===== src/rtl/col_hist_accum.sv =====
// col_hist_accum: per-frame column histogram in external BRAM with frame-end peak/total scan
module col_hist_accum #(
  parameter int X_SHIFT = 3,
  parameter int XW = 11
) (
  input  logic          clk,
  input  logic          reset,
  input  logic          frame_start,
  input  logic          frame_end,
  input  logic          pix_valid,
  input  logic          pix_fg,
  input  logic [XW-1:0] pix_x,
  output logic          busy,
  output logic          peak_valid,
  output logic [7:0]    peak_bin,
  output logic [31:0]   peak_count,
  output logic [31:0]   total_count,
  output logic          mem_cea,
  output logic          mem_wrea,
  output logic [7:0]    mem_ada,
  output logic [31:0]   mem_din,
  output logic          mem_ceb,
  output logic          mem_oce,
  output logic [7:0]    mem_adb,
  input  logic [31:0]   mem_dout
);
  typedef enum logic [2:0] {CLEAR, IDLE, ACCUM, DRAIN, SCAN, DONE} state_t;
  state_t state;
  logic [8:0] cnt;
  logic [XW-1:0] sx;
  logic [7:0] bin, p1_b, p2_b, h1_a, h2_a, run_bin, nbin, scan_k, wa;
  logic acc, clr, scan_rd, scan_ret, wr, p1_v, p2_v, h1_v, h2_v;
  logic [31:0] h1_d, h2_d, base, wd, run_max, run_tot, nmax, ntot;
  logic [32:0] tsum;
  assign sx = pix_x >> X_SHIFT;
  assign bin = sx > XW'(255) ? 8'hff : sx[7:0];
  assign acc = state == ACCUM && pix_valid && pix_fg;
  assign clr = state == CLEAR;
  assign scan_rd = state == SCAN && !cnt[8];
  assign scan_ret = state == SCAN && cnt >= 9'd2;
  assign scan_k = 8'(cnt - 9'd2);
  // Newest in-flight write wins; RAM data is stale whenever either recent write hit this bin
  assign base = h1_v && h1_a == p2_b ? h1_d : h2_v && h2_a == p2_b ? h2_d : mem_dout;
  assign wr = clr || scan_ret || p2_v;
  assign wa = clr ? cnt[7:0] : scan_ret ? scan_k : p2_b;
  assign wd = clr || scan_ret ? '0 : base == '1 ? base : base + 32'd1;
  assign mem_wrea = !reset && wr;
  assign mem_cea = mem_wrea;
  assign mem_ada = mem_wrea ? wa : '0;
  assign mem_din = mem_wrea ? wd : '0;
  assign mem_ceb = !reset && (acc || scan_rd);
  assign mem_adb = mem_ceb ? (scan_rd ? cnt[7:0] : bin) : '0;
  assign mem_oce = !reset;
  assign busy = reset || clr || state == DRAIN || state == SCAN;
  assign nmax = mem_dout > run_max ? mem_dout : run_max;
  assign nbin = mem_dout > run_max ? scan_k : run_bin;
  assign tsum = {1'b0, run_tot} + {1'b0, mem_dout};
  assign ntot = tsum[32] ? '1 : tsum[31:0];
  always_ff @(posedge clk) begin
    if (reset) begin
      state <= CLEAR;
      cnt <= '0;
      p1_v <= 1'b0;
      p2_v <= 1'b0;
      h1_v <= 1'b0;
      h2_v <= 1'b0;
      peak_valid <= 1'b0;
      peak_bin <= '0;
      peak_count <= '0;
      total_count <= '0;
      run_max <= '0;
      run_bin <= '0;
      run_tot <= '0;
    end else begin
      p1_v <= acc;
      p1_b <= bin;
      p2_v <= p1_v;
      p2_b <= p1_b;
      h1_v <= wr;
      h1_a <= wa;
      h1_d <= wd;
      h2_v <= h1_v;
      h2_a <= h1_a;
      h2_d <= h1_d;
      peak_valid <= 1'b0;
      if (scan_ret) begin
        run_max <= nmax;
        run_bin <= nbin;
        run_tot <= ntot;
      end
      case (state)
        CLEAR: begin
          cnt <= cnt + 9'd1;
          if (cnt == 9'd255) begin
            state <= IDLE;
            cnt <= '0;
          end
        end
        IDLE: if (frame_start) state <= ACCUM;
        ACCUM: if (frame_end) begin
          state <= DRAIN;
          cnt <= '0;
        end
        DRAIN: begin
          cnt <= cnt + 9'd1;
          if (cnt == 9'd1) begin
            state <= SCAN;
            cnt <= '0;
            run_max <= '0;
            run_bin <= '0;
            run_tot <= '0;
          end
        end
        SCAN: begin
          cnt <= cnt + 9'd1;
          if (cnt == 9'd257) begin
            state <= DONE;
            peak_valid <= 1'b1;
            peak_bin <= nbin;
            peak_count <= nmax;
            total_count <= ntot;
          end
        end
        DONE: state <= IDLE;
        default: state <= CLEAR;
      endcase
    end
  end
endmodule

===== config.mk =====
export PLATFORM = sky130hd
export DESIGN_NAME = col_hist_accum
export DESIGN_NICKNAME = d
export VERILOG_FILES = /design/src/rtl/col_hist_accum.sv
export SDC_FILE = /design/constraint.sdc
export NUM_CORES = 1
export LEC_CHECK = 0
export CORE_MARGIN = 8
export CORE_UTILIZATION = 35
export CTS_BUF_LIST = sky130_fd_sc_hd__clkbuf_4 sky130_fd_sc_hd__clkbuf_8
export DETAILED_ROUTE_END_ITERATION = 6
export SLEW_MARGIN = 20
export SYNTH_ARGS = -nofsm -noshare
export SYNTH_HDL_FRONTEND = slang
export SYNTH_SLANG_ARGS = --single-unit

===== constraint.sdc =====
create_clock -name clk -period 7.7 [get_ports clk]
set_clock_uncertainty 0.15 [all_clocks]
set_input_delay 2.31 -clock clk [delete_from_list [all_inputs] [get_ports clk]]
set_output_delay 2.31 -clock clk [all_outputs]
set_load 0.005 [all_outputs]

==> impl_metrics.json <==
{
  "powerDensity_nw_per_um2": 172,
  "dr.pass1.iters": 5,
  "cts_buffer_depth": 3,
  "max_freq_mhz": 132,
  "drv_slew": 0,
  "gp_congestion": 0.853,
  "fp.dieW_um": 217,
  "path_clk_slew_ns": 0.06,
  "synth_top_area_cell": "dfxtp_1",
  "cp.required_ns": 5.24,
  "syn_nets": 1714,
  "dr.first_iter.drc_count": 797,
  "grt_pass1_wl_mm": 66.4,
  "cts_root_buffer": "clkbuf_8",
  "critPathArrivalTime_ns": 5.11,
  "critPathLaunchType": "primary input",
  "cts_buffers": 46,
  "seq_area_frac_synth": 0.433,
  "crit_path_end_kind": "output port",
  "instances_no_fill": 2379,
  "yosysWarnings": 0,
  "switching_power_w": 0.000759,
  "hp-class": "flop to flop",
  "post-route-drc-count": 0,
  "ys.flop_type": "dfxtp_1",
  "critical_path_class": "primary input to output port",
  "final_cell_mix": "nor2_1 (228), nand2_1 (169), dfxtp_1 (161)",
  "cts.sink_count": 257,
  "vias": 12200,
  "synth_area_per_cell_um2": 8.87,
  "initial_core_util": 0.355,
  "postSynth.asyncResetShare": 0,
  "insertion_delay_ns": 0.57,
  "p_int_w": 0.00237,
  "core_area_um2": 39700,
  "synthCells": 1592,
  "area_growth_pct": 28.5,
  "htree_levels": 2,
  "portBuffers": 171,
  "placed_cells": 2283,
  "crit_fanout": 4,
  "place_area_um2": 16800,
  "wl_per_cell_um": 17.7,
  "whs_ns": 0.268,
  "setup_viol": 0,
  "grt_max_degree": 100,
  "synth_edf_count": 96,
  "maxCapViolCount": 0,
  "viasPerCell": 5.15,
  "die_h_um": 217,
  "fin_crit_sh": 0.983,
  "grt.overflow.total": 0,
  "pin_count": 175,
  "ctsHoldBuffers": 0,
  "postLayoutSetupSlackWorst_ns": 0.134,
  "relSlewSlack": 0.373,
  "cts_tree": "done",
  "dieArea_um2": 47000,
  "ys_top_cells_by_area": "dfxtp_1 (23%), edfxtp_1 (20%), ha_1 (6.4%)",
  "p_leak_nw": 7.05,
  "dpl.hpwl_mm": 31.1,
  "fin_nets": 1941,
  "final_common_cell": "nor2_1",
  "irDropWorstVdd_mv": 0.118,
  "switching_share": 0.243,
  "finalInstanceArea_um2": 18100,
  "final-hold-violation-count": 0,
  "synth_cell_types": 71,
  "antenna_found_initial": 0,
  "worst_pin_slew_ns": 0.917,
  "fp-row-count": 73,
  "yosys_register_bits": 257,
  "drive_above_1_share": 0.141,
  "pre_cts_ws_ns": -0.528,
  "pwr-share-seq": 0.466,
  "status": "completed",
  "combPwrFrac": 0.092,
  "rsz0062_at_grt": "yes",
  "netlist_area_um2": 14100,
  "final_antenna_net_count": 0,
  "netlist.area_leader.share": 0.228,
  "first_global_vias": 12000,
  "clkPwrFrac": 0.442,
  "track_usage": 0.174,
  "drt_wl_total_mm": 42.1,
  "layout_min_cycle_time_ns": 7.57
}
-- worst paths after layout --
path | from | endpoint | slack [ns] | cells after the start
max | mem_dout[9] | mem_din[30] | 0.13 | 14
min reg2reg | p1_v | p2_v | 0.27 | 1
min | p1_v | p2_v | 0.27 | 1
max reg2reg | run_tot[0] | total_count[14] | 3.50 | 11
-- cell usage after synthesis (3+ instances only) --
cell type and n:
o31ai_1 5, edfxtp_1 96, or3_1 6, a31oi_1 12, ha_1 72, nand4_1 21
o21bai_1 7, o21a_1 6, xor2_1 34, nand2b_1 5, a22oi_1 6, nor2b_1 18
a21o_1 27, or2_2 3, nand3_1 35, a31o_2 5, buf_2 7, or4_1 4
o21ai_0 81, a311oi_1 5, nor3_1 23, a21oi_2 3, dfxtp_1 161, o22ai_1 6
o311ai_0 3, buf_6 3, mux2i_1 70, o211ai_1 5, a21oi_1 140, and2_1 12
buf_1 9, a211oi_1 61, and3_1 9, xnor2_1 59, clkbuf_1 73, inv_1 47
a221o_1 3, nor2_1 234, nand2_1 173
-- metal layers --
layer  part of all wire  GRT usage
met1               0.47      0.242
met2               0.45      0.274
met3              0.063     0.0341
met4              0.019     0.0453
met5                  0          0
-- cells by family (layout without fill, tap and decap cells) --
| family | count (synthesis) | after routing | share of synthesized area |
|---|---|---|---|
| AOI/OAI and AO/OA | 389 | 389 | 0.171 |
| xor gates and xnor gates | 93 | 93 | 0.0577 |
| adders and majority gates | 73 | 73 | 0.0652 |
| buffers and inverters | 140 | 401 | 0.0397 |
| DFF | 257 | 257 | 0.433 |
| muxes | 72 | 72 | 0.0515 |
| other | 0 | 1 | 0 |
| and+or+nand+nor | 568 | 568 | 0.183 |
-- sequential cells by signal (all words and copies together) (netlist names) --
register,count
h1_a,8
run_max,32
h1_d,32
cnt,9
p2_b,8
p1_b,8
peak_bin,8
h2_v,1
peak_count,32
state,3
h1_v,1
p1_v,1
run_tot,32
p2_v,1
h2_a,8
h2_d,32
peak_valid,1
total_count,32
run_bin,8
-- area by class of cell --
class                      count  area [µm²]
sequential                   257        6110
clock buffer                  72         910
timing repair buffer         272        2480
tap                          525         657
multi-input combinational   1195        7710
antenna                        1        2.50
fill                        3856       21600
clock inverter                10        98.8
inverter                      47         179
-- timing repair --
item	in CTS	in global routing
buffers inserted	7	6
endpoints found under the setup margin	32	25
pin swaps	16	13
endpoints found under the hold margin	0	0
resized for setup	46	42
-- per-stage QoR --
stage	total power, W	util	TNS, ns
floorplan	0.00164	-	0
global placement	0.00176	0.423	-10.85
detailed placement	0.00177	0.423	-10.46
CTS	0.00317	0.453	0
global route	0.00326	0.457	-0.0153
finish	0.00313	0.457	0
-- critical path, cell delays in order --
cell	delay, ns
dlygate4sd2_1	0.23
nand3_2	0.15
a31o_2	0.25
a222oi_1	0.27
buf_4	0.18
a21o_1	0.16
and3_4	0.24
nand2_2	0.11
or3_4	0.40
buf_4	0.15
nor3_4	0.15
xnor2_2	0.17
nor2_1	0.07
dlygate4sd2_1	0.26
-- power by group through the flow --
stage,sequential (W),combinational (W),clock [W]
2_1_floorplan,0.00148,0.000156,0
3_3_place_gp,0.00148,0.000278,0
3_5_place_dp,0.00149,0.000281,0
4_1_cts,0.00146,0.000284,0.00143
5_1_grt,0.00146,0.000313,0.00148
6_report,0.00146,0.000287,0.00138
(Power assumes the default switching activity.)
